==> config.mk <==
export PLATFORM = sky130hd
export DESIGN_NAME = hex_display_scheduler
export DESIGN_NICKNAME = d
export VERILOG_FILES = /design/src/rtl/disp_pkg.sv /design/src/rtl/prio_enc.sv /design/src/rtl/hex_display_scheduler.sv
export SDC_FILE = /design/constraint.sdc
export NUM_CORES = 1
export LEC_CHECK = 0
export CORE_MARGIN = 3
export CORE_UTILIZATION = 29
export DETAILED_ROUTE_END_ITERATION = 10
export PLACE_DENSITY = 0.54
export SYNTH_ARGS = -nofsm -noshare
export SYNTH_HDL_FRONTEND = slang
export SYNTH_SLANG_ARGS = --single-unit
==> constraint.sdc <==
create_clock -name i_clk -period 3.9 [get_ports i_clk]
set_clock_uncertainty 0.2 [all_clocks]
set_input_delay 0.78 -clock i_clk [delete_from_list [all_inputs] [get_ports i_clk]]
set_output_delay 0.78 -clock i_clk [all_outputs]
set_load 0.03 [all_outputs]
==> src/rtl/disp_pkg.sv <==
// Shared types and helpers for the hex display scheduler.
//   state_e  : scheduler FSM states
//   MAX_DISP : largest value the two-digit display can show
//   sat5     : clamps a 6-bit source value onto the 5-bit display range
package disp_pkg;

  typedef enum logic [1:0] {
    S_IDLE   = 2'd0,
    S_SHOW   = 2'd1,
    S_LINGER = 2'd2
  } state_e;

  localparam logic [4:0] MAX_DISP = 5'd31;

  function automatic logic [4:0] sat5(input logic [5:0] v);
    return (v > {1'b0, MAX_DISP}) ? MAX_DISP : v[4:0];
  endfunction

endpackage

==> src/rtl/prio_enc.sv <==
// Fixed-priority encoder: index 0 wins.
// Ports:
//   i_req    : request vector
//   o_onehot : one-hot of the lowest set index (all zero when none set)
//   o_idx    : binary index of the lowest set bit (0 when none set)
//   o_valid  : at least one request is set
module prio_enc #(
  parameter int N     = 3,
  parameter int IDX_W = 2
) (
  input  logic [N-1:0]     i_req,
  output logic [N-1:0]     o_onehot,
  output logic [IDX_W-1:0] o_idx,
  output logic             o_valid
);

  always_comb begin
    o_onehot = '0;
    o_idx    = '0;
    o_valid  = 1'b0;
    for (int k = 0; k < N; k++) begin
      if (i_req[k] && !o_valid) begin
        o_onehot[k] = 1'b1;
        o_idx       = IDX_W'(k);
        o_valid     = 1'b1;
      end
    end
  end

endmodule

==> src/rtl/hex_display_scheduler.sv <==
// Shares one two-digit seven-segment display between N_SRC requesters.
// Fixed priority (index 0 highest), minimum hold time per grant, linger
// of the last value after release, and blink support for the owner.
// Ports:
//   i_clk, i_rst_n : clock, synchronous active-low reset
//   i_req          : level request per source
//   i_val          : 6-bit value per source, source k at [6k+5:6k]
//   i_blink        : per-source blink request (owner's bit only is used)
//   o_hex          : registered, saturated display value
//   o_blank        : force decoder dark
//   o_owner        : current or last owner index
//   o_grant        : one-hot grant, zero outside SHOW
//
// state    | meaning
// ---------+-----------------------------------------------------------
// S_IDLE   | nothing to show, display dark
// S_SHOW   | owner granted, o_hex tracks owner value, blink active
// S_LINGER | owner released, last value held on screen for HOLD_CYCLES
module hex_display_scheduler
  import disp_pkg::*;
#(
  parameter int N_SRC        = 3,
  parameter int HOLD_CYCLES  = 50_000_000,
  parameter int BLINK_CYCLES = 12_500_000
) (
  input  logic               i_clk,
  input  logic               i_rst_n,
  input  logic [N_SRC-1:0]   i_req,
  input  logic [6*N_SRC-1:0] i_val,
  input  logic [N_SRC-1:0]   i_blink,
  output logic [4:0]         o_hex,
  output logic               o_blank,
  output logic [1:0]         o_owner,
  output logic [N_SRC-1:0]   o_grant
);

  localparam int IDX_W   = 2;
  localparam int HOLD_W  = (HOLD_CYCLES > 1) ? $clog2(HOLD_CYCLES) : 1;
  localparam int BLINK_W = (BLINK_CYCLES > 1) ? $clog2(BLINK_CYCLES) : 1;
  localparam logic [HOLD_W-1:0]  HOLD_LAST  = HOLD_W'(HOLD_CYCLES - 1);
  localparam logic [BLINK_W-1:0] BLINK_LAST = BLINK_W'(BLINK_CYCLES - 1);

  state_e             state_q, state_d;
  logic [IDX_W-1:0]   owner_q, owner_d;
  logic [4:0]         hex_q, hex_d;
  logic               blank_q, blank_d;
  logic [N_SRC-1:0]   grant_q, grant_d;
  logic [HOLD_W-1:0]  hold_q, hold_d;
  logic [BLINK_W-1:0] blink_q, blink_d;

  logic [N_SRC-1:0] all_oh, hi_oh, hi_req, new_oh;
  logic [IDX_W-1:0] all_idx, hi_idx, new_idx;
  logic             all_valid, hi_valid;
  logic             own_req, own_blink, do_grant;

  function automatic logic [5:0] val_at(input logic [6*N_SRC-1:0] v,
                                        input logic [IDX_W-1:0]   idx);
    logic [5:0] r;
    r = '0;
    for (int k = 0; k < N_SRC; k++) begin
      if (idx == IDX_W'(k)) r = v[6*k +: 6];
    end
    return r;
  endfunction

  // Requests strictly higher in priority than the current owner.
  always_comb begin
    hi_req    = '0;
    own_req   = 1'b0;
    own_blink = 1'b0;
    for (int k = 0; k < N_SRC; k++) begin
      hi_req[k] = i_req[k] && (IDX_W'(k) < owner_q);
      if (owner_q == IDX_W'(k)) begin
        own_req   = i_req[k];
        own_blink = i_blink[k];
      end
    end
  end

  prio_enc #(.N(N_SRC), .IDX_W(IDX_W)) u_enc_all (
    .i_req    (i_req),
    .o_onehot (all_oh),
    .o_idx    (all_idx),
    .o_valid  (all_valid)
  );

  prio_enc #(.N(N_SRC), .IDX_W(IDX_W)) u_enc_hi (
    .i_req    (hi_req),
    .o_onehot (hi_oh),
    .o_idx    (hi_idx),
    .o_valid  (hi_valid)
  );

  always_comb begin
    state_d  = state_q;
    owner_d  = owner_q;
    hex_d    = hex_q;
    blank_d  = blank_q;
    grant_d  = grant_q;
    hold_d   = hold_q;
    blink_d  = blink_q;
    do_grant = 1'b0;
    new_idx  = all_idx;
    new_oh   = all_oh;

    unique case (state_q)
      S_IDLE: begin
        blank_d = 1'b1;
        grant_d = '0;
        if (all_valid) do_grant = 1'b1;
      end

      S_SHOW: begin
        if (!own_req) begin
          // A release that coincides with a higher request hands over
          // directly; the hold time does not apply to a released owner.
          if (hi_valid) begin
            do_grant = 1'b1;
            new_idx  = hi_idx;
            new_oh   = hi_oh;
          end else begin
            state_d = S_LINGER;
            grant_d = '0;
            hold_d  = '0;
            blink_d = '0;
            blank_d = 1'b0;
          end
        end else if (hi_valid && (hold_q == HOLD_LAST)) begin
          do_grant = 1'b1;
          new_idx  = hi_idx;
          new_oh   = hi_oh;
        end else begin
          if (hold_q != HOLD_LAST) hold_d = hold_q + HOLD_W'(1);
          hex_d = sat5(val_at(i_val, owner_q));
          if (own_blink) begin
            if (blink_q == BLINK_LAST) begin
              blink_d = '0;
              blank_d = ~blank_q;
            end else begin
              blink_d = blink_q + BLINK_W'(1);
            end
          end else begin
            blink_d = '0;
            blank_d = 1'b0;
          end
        end
      end

      S_LINGER: begin
        // Hold counter doubles as the linger timer here.
        if (all_valid) begin
          do_grant = 1'b1;
        end else if (hold_q == HOLD_LAST) begin
          state_d = S_IDLE;
          blank_d = 1'b1;
        end else begin
          hold_d = hold_q + HOLD_W'(1);
        end
      end

      default: begin
        state_d = S_IDLE;
        blank_d = 1'b1;
        grant_d = '0;
      end
    endcase

    if (do_grant) begin
      state_d = S_SHOW;
      owner_d = new_idx;
      grant_d = new_oh;
      hex_d   = sat5(val_at(i_val, new_idx));
      blank_d = 1'b0;
      hold_d  = '0;
      blink_d = '0;
    end
  end

  always_ff @(posedge i_clk) begin
    if (!i_rst_n) begin
      state_q <= S_IDLE;
      owner_q <= '0;
      hex_q   <= '0;
      blank_q <= 1'b1;
      grant_q <= '0;
      hold_q  <= '0;
      blink_q <= '0;
    end else begin
      state_q <= state_d;
      owner_q <= owner_d;
      hex_q   <= hex_d;
      blank_q <= blank_d;
      grant_q <= grant_d;
      hold_q  <= hold_d;
      blink_q <= blink_d;
    end
  end

  assign o_hex   = hex_q;
  assign o_blank = blank_q;
  assign o_owner = owner_q;
  assign o_grant = grant_q;

endmodule

* Word-level counts from Yosys, hierarchy flattened
Index checks and enable logic that the tools add are counted.
** Word-level totals
- Register bits after elaboration :: 63
- Output and inout port bits :: 11
** Cells by class
- Order comparisons :: 5
- Add/subtract/negate cells :: 2
- Reduce and logical (&&, ||, !) cells :: 27
- Bitwise operators :: 3
- Equal/unequal tests :: 29
- Multiplexer cells :: 80
** Operator list (count)
- $mux 26 :: 6
- $mux 24 :: 5
- $mux 6 :: 10
- $pmux 26 s2 :: 1
- $mux 1 :: 31
- $mux 5 :: 6
- $add 26x1->26 const B :: 1
- $eq 26x26->1 const B :: 1
- $ne 26x26->1 const B :: 1
- $add 24x1->24 const B :: 1
- $eq 24x24->1 const B :: 1
- $mux 3 :: 7
- $ne 3x3->1 const B :: 7
- $mux 2 :: 10
- $ne 2x2->1 const B :: 9
- $reduce_and 5->1 :: 3
- $gt 6x5->1 const B :: 2
- $reduce_and 3->1 :: 3
- $logic_and 1x1->1 :: 8
- $ne 4x4->1 const B :: 2
- $eq 2x1->1 const B :: 3
- $eq 2x2->1 const B :: 3
- $logic_not 2->1 :: 3
- $pmux 2 s3 :: 1
- other kinds (11) :: 21

* Longest topological paths before layout
Gate-level depths: netlist of the first run.
- Word-level depth :: 21
- Depth in mapped cells :: 8

* Hierarchy
From an unflattened synthesis of the first run, not the netlist that was laid out.
** Unflattened totals
- Cells, all modules :: 477
- Area total of the unflattened synthesis :: 3921.3 um2
** By module, submodules not included
- hex_display_scheduler :: sequential area each 1261.2 um2, cells an instance 465, times used 1, area each 3831.2 um2
- prio_enc :: sequential area each 0.0 um2, cells an instance 6, times used 2, area each 45.0 um2

* Worst setup path before layout of the first run
No wires, ideal clock.
- Path kind :: reg-to-reg
- Start :: register owner_q[1] (netlist: o_owner[1])
- End :: register blink_q[10]
- Setup time :: 117 ps
- Cell stages (with the launch flop) :: 9
- Clock period less this slack :: 2690 ps
- Required time :: 3583 ps
- Data arrival time :: 2372 ps
- Path slack :: 1210 ps
- Path through :: dfxtp_1 > nor2b_1 > clkbuf_1 > a2bb2oi_1 > a211oi_2 > nor2_1 > o211ai_1 > buf_2 > nor2_1
** Between the ends
- Longest elaborated chain between the ends :: 14
- Elaborated cells between the ends (all ways) :: 34
** RTL lines
- start: declaration :: RTL line hex_display_scheduler.sv:44 : logic [IDX_W-1:0] owner_q, owner_d;
- start signal: assignment :: RTL line hex_display_scheduler.sv:190 : owner_q <= owner_d;
- $lt 1x2->1 :: RTL line hex_display_scheduler.sv:72 : hi_req[k] = i_req[k] && (IDX_W'(k) < owner_q);
- $logic_and 1x1->1 :: RTL line hex_display_scheduler.sv:72
- $mux 1 :: RTL line prio_enc.sv:22 : if (i_req[k] && !o_valid) begin
- $logic_not 1->1 :: RTL line prio_enc.sv:22
- $logic_and 1x1->1 :: RTL line prio_enc.sv:22
- $mux 1 :: RTL line prio_enc.sv:22
- $logic_not 1->1 :: RTL line prio_enc.sv:22
- $logic_and 1x1->1 :: RTL line prio_enc.sv:22
- $mux 1 :: RTL line prio_enc.sv:22
- $logic_and 1x1->1 :: RTL line hex_display_scheduler.sv:128 : end else if (hi_valid && (hold_q == HOLD_LAST)) begin
- $mux 1 :: RTL line hex_display_scheduler.sv:128
- $mux 1 :: RTL line hex_display_scheduler.sv:114 : if (!own_req) begin
- $pmux 1 s2 :: RTL line hex_display_scheduler.sv:106 : unique case (state_q)
- $reduce_or 2->1 (no source line)
- end signal: assignment :: RTL line hex_display_scheduler.sv:195 : blink_q <= blink_d;
- end: declaration :: RTL line hex_display_scheduler.sv:49 : logic [BLINK_W-1:0] blink_q, blink_d;
Several ways; a longest one is shown, not always the timed one. The select of a mux whose other input is x is not followed.
A chain may end at the register's enable or synchronous reset.

* Final worst setup path of the first run
- Start :: input port i_req[2]
- End :: register hold_q[20]
** Between the ends
- Longest elaborated chain between the ends :: 8
- Elaborated cells between the ends (all ways) :: 20
** RTL lines
- start: declaration :: RTL line hex_display_scheduler.sv:28 : input logic [N_SRC-1:0] i_req,
- $logic_and 1x1->1 :: RTL line hex_display_scheduler.sv:72
- $logic_and 1x1->1 :: RTL line prio_enc.sv:22
- $mux 1 :: RTL line prio_enc.sv:22
- $logic_and 1x1->1 :: RTL line hex_display_scheduler.sv:128
- $mux 1 :: RTL line hex_display_scheduler.sv:128
- $mux 1 :: RTL line hex_display_scheduler.sv:114
- $pmux 1 s2 :: RTL line hex_display_scheduler.sv:106
- $reduce_or 2->1 (no source line)
- end signal: assignment :: RTL line hex_display_scheduler.sv:194 : hold_q <= hold_d;
- end: declaration :: RTL line hex_display_scheduler.sv:48 : logic [HOLD_W-1:0] hold_q, hold_d;
Several ways; a longest one is shown, not always the timed one.

==> results of run 1 <==
## cells in the final DEF, fill, tap and decap left out, types with 3 or more instances in the layout
cell type / instances
a21oi_1: 20
nand3_1: 24
dfxtp_1: 63
o21ai_0: 34
clkbuf_16: 9
a31oi_1: 3
o211ai_1: 6
nand2b_1: 5
xor2_1: 5
or3_1: 13
or4_1: 6
nand4b_1: 3
a211oi_1: 10
and3_1: 8
o31ai_1: 3
nor2b_1: 8
nand2_1: 36
mux2i_1: 8
clkdlybuf4s50_1: 36
or4_4: 3
and2_1: 8
a21boi_1: 3
nand4_1: 12
clkinv_2: 3
nor4_1: 9
xnor2_1: 17
nor2_1: 46
a32o_1: 5
inv_1: 6
o221ai_1: 6
a22oi_1: 6
buf_4: 9
a21boi_0: 3
nor3_1: 11
## where the power goes
group / internal [W] / switching, W
clock: 0.000440 / 0.000286
sequential: 0.000659 / 0.0000124
combinational: 0.0000936 / 0.000151
total: 0.00119 / 0.000449
## worst max-delay path, cell delays in order
cell and delay (ns):
clkdlybuf4s50_1 0.55, nor4_1 0.70, a21boi_1 0.40, nor3_2 0.16, or4_1 0.53, a21oi_1 0.15
## metrics by stage
| step | total power, W | instances | util [%] | hold slack, ns | instance area [sq um] |
|---|---|---|---|---|---|
| 6_report | 0.00164 | 657 | 36.6 | 0.292 | 4440 |
| 5_1_grt | 0.00171 | 657 | 36.6 | 0.308 | 4440 |
| 4_1_cts | 0.00165 | 657 | 36.6 | 0.294 | 4440 |
| 3_5_place_dp | 0.000927 | 642 | 34.4 | 0.287 | 4170 |
| 3_3_place_gp | 0.000925 | 642 | 34.4 | 0.272 | 4170 |
| 2_1_floorplan | 0.000829 | 446 | - | 0.253 | 3610 |
## sequential cells by signal (all words and copies together) (netlist names)
register  cells
o_owner       2
blink_q      24
state_q       2
o_hex         5
o_grant       3
hold_q       26
o_blank       1
## routing by layer
metal / GRT usage [%] / vias to the layer above / routed length (um)
met4: 5.42 / 0 / 122
met3: 2.98 / 8 / 376
met2: 22.1 / 77 / 4560
met1: 18.7 / 1700 / 4740
met5: 0 / - / 0
li1: - / 1760 / -
## path summary, 6_finish.rpt
check	start	to	slack [ns]
max	i_req[2]	hold_q[20]$_SDFFE_PP0P_	0.69
min	o_grant[0]$_SDFFE_PN0P_	o_grant[0]$_SDFFE_PN0P_	0.29
max reg2reg	o_owner[0]$_SDFFE_PN0P_	hold_q[20]$_SDFFE_PP0P_	0.96
min reg2reg	o_grant[0]$_SDFFE_PN0P_	o_grant[0]$_SDFFE_PN0P_	0.29
## synth_stat cells (all sizes together), types with 3 or more instances
cell type / count
dfxtp: 63
a21oi: 20
or4: 9
mux2i: 8
xnor2: 17
and3: 8
a32o: 5
and2: 8
clkbuf: 12
xor2: 5
nand2: 37
nor2b: 8
or3: 13
nor3: 12
nor2: 47
o221ai: 6
a22oi: 6
o21ai: 36
nand3: 24
a31oi: 3
a21boi: 6
buf: 5
nand4b: 3
nand4: 12
o31ai: 3
inv: 6
nand2b: 5
nor4: 10
a211oi: 11
o211ai: 7
## final cells by class
| class | instances | area, sq um | area share (%) |
|---|---|---|---|
| tap | 168 | 210 | 4.74 |
| multi-input combinational | 360 | 2250 | 50.7 |
| sequential | 63 | 1260 | 28.4 |
| timing repair buffer | 45 | 428 | 9.64 |
| clock inverter | 4 | 22.5 | 0.508 |
| inverter | 6 | 22.5 | 0.508 |
| clock buffer | 11 | 243 | 5.47 |
## cell families (layout without fill, tap and decap cells)
group                      Yosys count  in the layout
xor gates and xnor gates            22             22
muxes                                8              8
adders and majority gates            2              2
DFF                                 63             63
AOI/OAI and AO/OA                  123            123
buffers and inverters               23             66
and+or+nand+nor                    205            205
==> qor.yml, run 1 <==
clocking:
  htree_levels: 3
  cts.reportedPaths.clkPinSlew_ns: 0.06
  ctsResizeCount: 0
  cts-root-buf: "clkbuf_16"
  tritoncts: "yes"
  clock_sinks: 63
  clk_latency_ns: 0.33
  ctsHoldBuffers: 0
  postCtsSetupBuffers: 0
  cts_buffers: 9
  clock_path_buffers: 2
critical_path:
  crit_arrival_ns: 3.27
  crit_type: "primary input to register"
  setup.worst_path.end_class: "register"
  cp-start-kind: "primary input"
  rr_worst_depth: 6
  critPathRequiredTime_ns: 3.96
  critical_path.max_fanout: 10
power:
  power.density_nw_per_um2: 370
  leakagePower_nw: 1.37
  peakVddDrop_mv: 0.186
placement:
  buffer_ports.inserted: 36
  gp_congestion: 0.818
  dp_slack_ns: 0.411
  dp.final_hpwl_um: 7060
drt:
  vias_per_cell: 5.40
  antenna_left: 0
  wl_um: 9800
  first_pass_iters: 4
  drc: 0
  dr.first_iter.drc_count: 291
  routedWlPerCell_um: 14.9
  num_vias: 3545
floorplanning:
  fp.dieW_um: 118
  die_h_um: 118
  boundaryPins: 37
  rows: 40
  initial_utilization_pct: 29.8
  core-area_sq_um: 12100
  die_area_sq_um: 13800
synth:
  synth_edf_count: 0
  yosysUniqueCellTypes: 65
  synth_top_cell_area_share_pct: 34.9
  yosysTopAreaCell: "dfxtp_1"
  async_flop_share_pct: 0
  synth-seq-area-share_pct: 34.9
  synth_compound_area_share_pct: 23.6
  yosys-mux-area-fraction_pct: 2.22
  synth-simple-area-share_pct: 30.5
  yosys.area_share.adder_pct: 0.693
  synth_area_leaders: "dfxtp_1 (35%), nor2_1 (4.8%), o21ai_0 (4.7%)"
  synth-xor-area-share_pct: 5.34
  syn_inst: 446
  synth_seq_cells: 63
  syn_nets: 474
  syn_area_per_cell_sq_um: 8.09
  synth_top_family_by_area: "simple AND/OR/NAND/NOR gates"
  yosys_warnings: 0
  synthFlopType: "dfxtp_1"
  netlist_area_sq_um: 3610
sta:
  max_slew_margin_pct: 48.3
  worst_slew_pin_slew_ns: 0.769
  rsz0062_at_grt: "no"
  hold_viol_final: 0
  drv_slew: 0
  fmax_mhz: 311
  final.setup.worst_slack_ns: 0.688
  fin_tns_setup_ns: 0
  fin_crit_sh_pct: 82.4
  setup_viol: 0
  min_period_ns: 3.21
run_status:
  status: "complete, no violations"
global_route:
  antenna_found_initial: 0
  grt_use_total_pct: 14.0
  grt-ovfl-total: 0
  grt_pass1_vias: 3298
  grt_max_degree: 16
  grt_pass1_wl_um: 16200
cells_and_area:
  syn2layout_area_growth_pct: 22.9
  insertedDiodeCount: 0
  drive_gt1_share_pct: 7.77
  fill_cells: 1266
  final_nets: 513
min_path:
  hold_path.class: "register to register"
  whs_path_depth: 2
flow_run:
  cap_violations: 0
(Power assumes the default switching activity.)
==> inputs of run 2 (changes only) <==
==> constraint.sdc (replaced) <==
create_clock -name i_clk -period 3 [get_ports i_clk]
set_clock_uncertainty 0.2 [all_clocks]
set_input_delay 0.6 -clock i_clk [delete_from_list [all_inputs] [get_ports i_clk]]
set_output_delay 0.6 -clock i_clk [all_outputs]
set_load 0.03 [all_outputs]
==> run 2 against run 1 <==
Sequential power grew 29%. Critical path type is now register to register. Sequential share of layout area shrank 1.8 points. Highest routed layer unchanged. Non-clock buffer count grew 33. Global-route usage grew 1.1 points. Flip-flop and latch count is the same. Critical path depth is the same. Core utilization grew 2.4 points. Setup slack lost 0.45 ns. Cell area grew 6.7%.
==> qor.yml, run 2 (synthesis results as in run 1) <==
run_status:
  status: "complete, no violations"  # unchanged
global_route:
  antenna_found_initial: 0  # unchanged
  grt_pass1_vias: 3638  # was 3298
  grt_max_degree: 16  # unchanged
  grt_pass1_wl_um: 17600  # was 16200 um
  grt_use_total_pct: 15.1  # was 14.0%
  grt-ovfl-total: 0  # unchanged
clocking:
  cts.reportedPaths.clkPinSlew_ns: 0.05  # was 0.06 ns
  ctsHoldBuffers: 0  # unchanged
  cts-root-buf: "clkbuf_16"  # unchanged
  clock_path_buffers: 2  # unchanged
  clock_sinks: 63  # unchanged
  ctsResizeCount: 0  # unchanged
  htree_levels: 3  # unchanged
  postCtsSetupBuffers: 0  # unchanged
  cts_buffers: 9  # unchanged
  tritoncts: "yes"  # unchanged
  clk_latency_ns: 0.34  # was 0.33 ns
sta:
  setup_viol: 0  # unchanged
  min_period_ns: 2.77
  drv_slew: 0  # unchanged
  fin_tns_setup_ns: 0  # unchanged
  rsz0062_at_grt: "no"  # unchanged
  max_slew_margin_pct: 60.0  # was 48.3%
  hold_viol_final: 0  # unchanged
  fin_crit_sh_pct: 92.2
  fmax_mhz: 362
  worst_slew_pin_slew_ns: 0.595  # was 0.769 ns
drt:
  drc: 0  # unchanged
  first_pass_iters: 5  # was 4
  routedWlPerCell_um: 14.9  # about the same
  antenna_left: 0  # unchanged
  wl_um: 10300  # was 9800 um
  num_vias: 3709  # was 3545
  vias_per_cell: 5.38  # was 5.40
  dr.first_iter.drc_count: 338  # was 291
min_path:
  min_from: "hold_q[15]$_SDFFE_PP0P_"  # was o_grant[0]$_SDFFE_PN0P_
  hold_path.class: "register to register"  # unchanged
cells_and_area:
  final_cell_mix: "dfxtp_1 (63), nor2_1 (46), buf_4 (42)"  # was dfxtp_1 (63), nor2_1 (46), nand2_1 (36), clkdlybuf4s50_1 (36), o21ai_0 (34)
  largest_reg_flops: 26  # unchanged
  drive_gt1_share_pct: 13.6  # was 7.77%
  regMostFlops: "hold_q"  # unchanged
  fin_util_pct: 39.1  # was 36.6%
  layout_commonest_cell: "dfxtp_1"  # unchanged
  insertedDiodeCount: 0  # unchanged
  final_nets: 546  # was 513
  syn2layout_area_growth_pct: 31.1  # was 22.9%
critical_path:
  setup.worst_path.end_class: "register"  # unchanged
  startpoint: "hold_q[18]$_SDFFE_PP0P_"  # was i_req[2]
  crit_type: "register to register"  # was primary input to register
  cp-start-kind: "register"  # was primary input
  rrSetupSlack_ns: 0.23  # was 0.96 ns
  worstPathCellList: "or4_1 -> or4_4 -> nor3_1 -> o21a_1 -> nor2_1 -> a31o_2"  # was clkdlybuf4s50_1 -> nor4_1 -> a21boi_1 -> nor3_2 -> or4_1 -> a21oi_1
  critPathMaxStageDelay_ns: 0.55  # was 0.70 ns
  worst_r2r_startpoint: "hold_q[18]$_SDFFE_PP0P_"  # was o_owner[0]$_SDFFE_PN0P_
  critPathRequiredTime_ns: 3.03  # was 3.96 ns
  crit_arrival_ns: 2.80  # was 3.27 ns
  critical_path.max_fanout: 9  # was 10
  slowest_stage: "or4_1"  # was nor4_1
floorplanning:
  rows: 40  # unchanged
  fp.dieW_um: 118  # unchanged
  core-area_sq_um: 12100  # unchanged
  die_area_sq_um: 13800  # unchanged
  die_h_um: 118  # unchanged
  boundaryPins: 37  # unchanged
  initial_utilization_pct: 29.8  # unchanged
power:
  totalPowerFinal_w: 0.00235  # was 0.00164 W
  leakagePower_nw: 1.55  # was 1.37 nW
  power.density_nw_per_um2: 496  # was 370 nW/um^2
  peakVddDrop_mv: 0.268  # was 0.186 mV
placement:
  gp_congestion: 0.855  # was 0.818
  buffer_ports.inserted: 36  # unchanged
  dp.final_hpwl_um: 7480  # was 7060 um
flow_run:
  cap_violations: 0  # unchanged
## run 2: changes by cell type in the layout (fill, tap and decap cells not counted), sizes merged
| cell | delta |
|---|---|
| buf | +33 |
| bufinv | +2 |
| clkinv | -1 |
| clkinvlp | -1 |
## run 2: layer usage
| layer | vias up | routed length [um] | GRT usage (%) |
|---|---|---|---|
| met1 | 1762 | 4870 | 19.8 |
| met5 | - | 0 | 0 |
| met4 | 0 | 190 | 6.74 |
| li1 | 1833 | - | - |
| met3 | 15 | 417 | 2.93 |
| met2 | 99 | 4800 | 24.1 |
## run 2: worst paths after layout
kind	cells past startpoint	end
worst max-delay path	6	hold_q[18]$_SDFFE_PP0P_
worst min-delay path	2	hold_q[15]$_SDFFE_PP0P_
worst max register to register	6	hold_q[18]$_SDFFE_PP0P_
worst min register to register	2	hold_q[15]$_SDFFE_PP0P_
## run 2: per-stage QoR
step	hold slack [ns]	worst slack, ns	cells	area [sq um]
global placement	0.263	-0.0299	675	4420
global route	0.307	0.0114	690	4730
floorplan	0.253	0.310	446	3610
detailed placement	0.281	-0.0296	675	4420
CTS	0.290	0.227	690	4730
finish	0.283	0.234	690	4730
## run 2: final cells by class
cell class              instances  area, sq um
clock buffers                  11          243
multi-input cells             360         2250
inverters                       6         22.5
fillers                      1247         7380
repair buffers                 78          676
flip-flops and latches         63         1260
well taps                     168          210
clock inverters                 4         70.1
## run 2: critical path, delay by kind of cell, from the launching register on
kind | cells | cell delay, ns
DFF | 1 | 0.35
and+or+nand+nor | 4 | 1.45
AOI/OAI and AO/OA | 2 | 0.65
## run 2: power by group
group          internal [W]  switching [W]
clock              0.000742       0.000376
combinational      0.000154       0.000207
sequential         0.000856      0.0000118
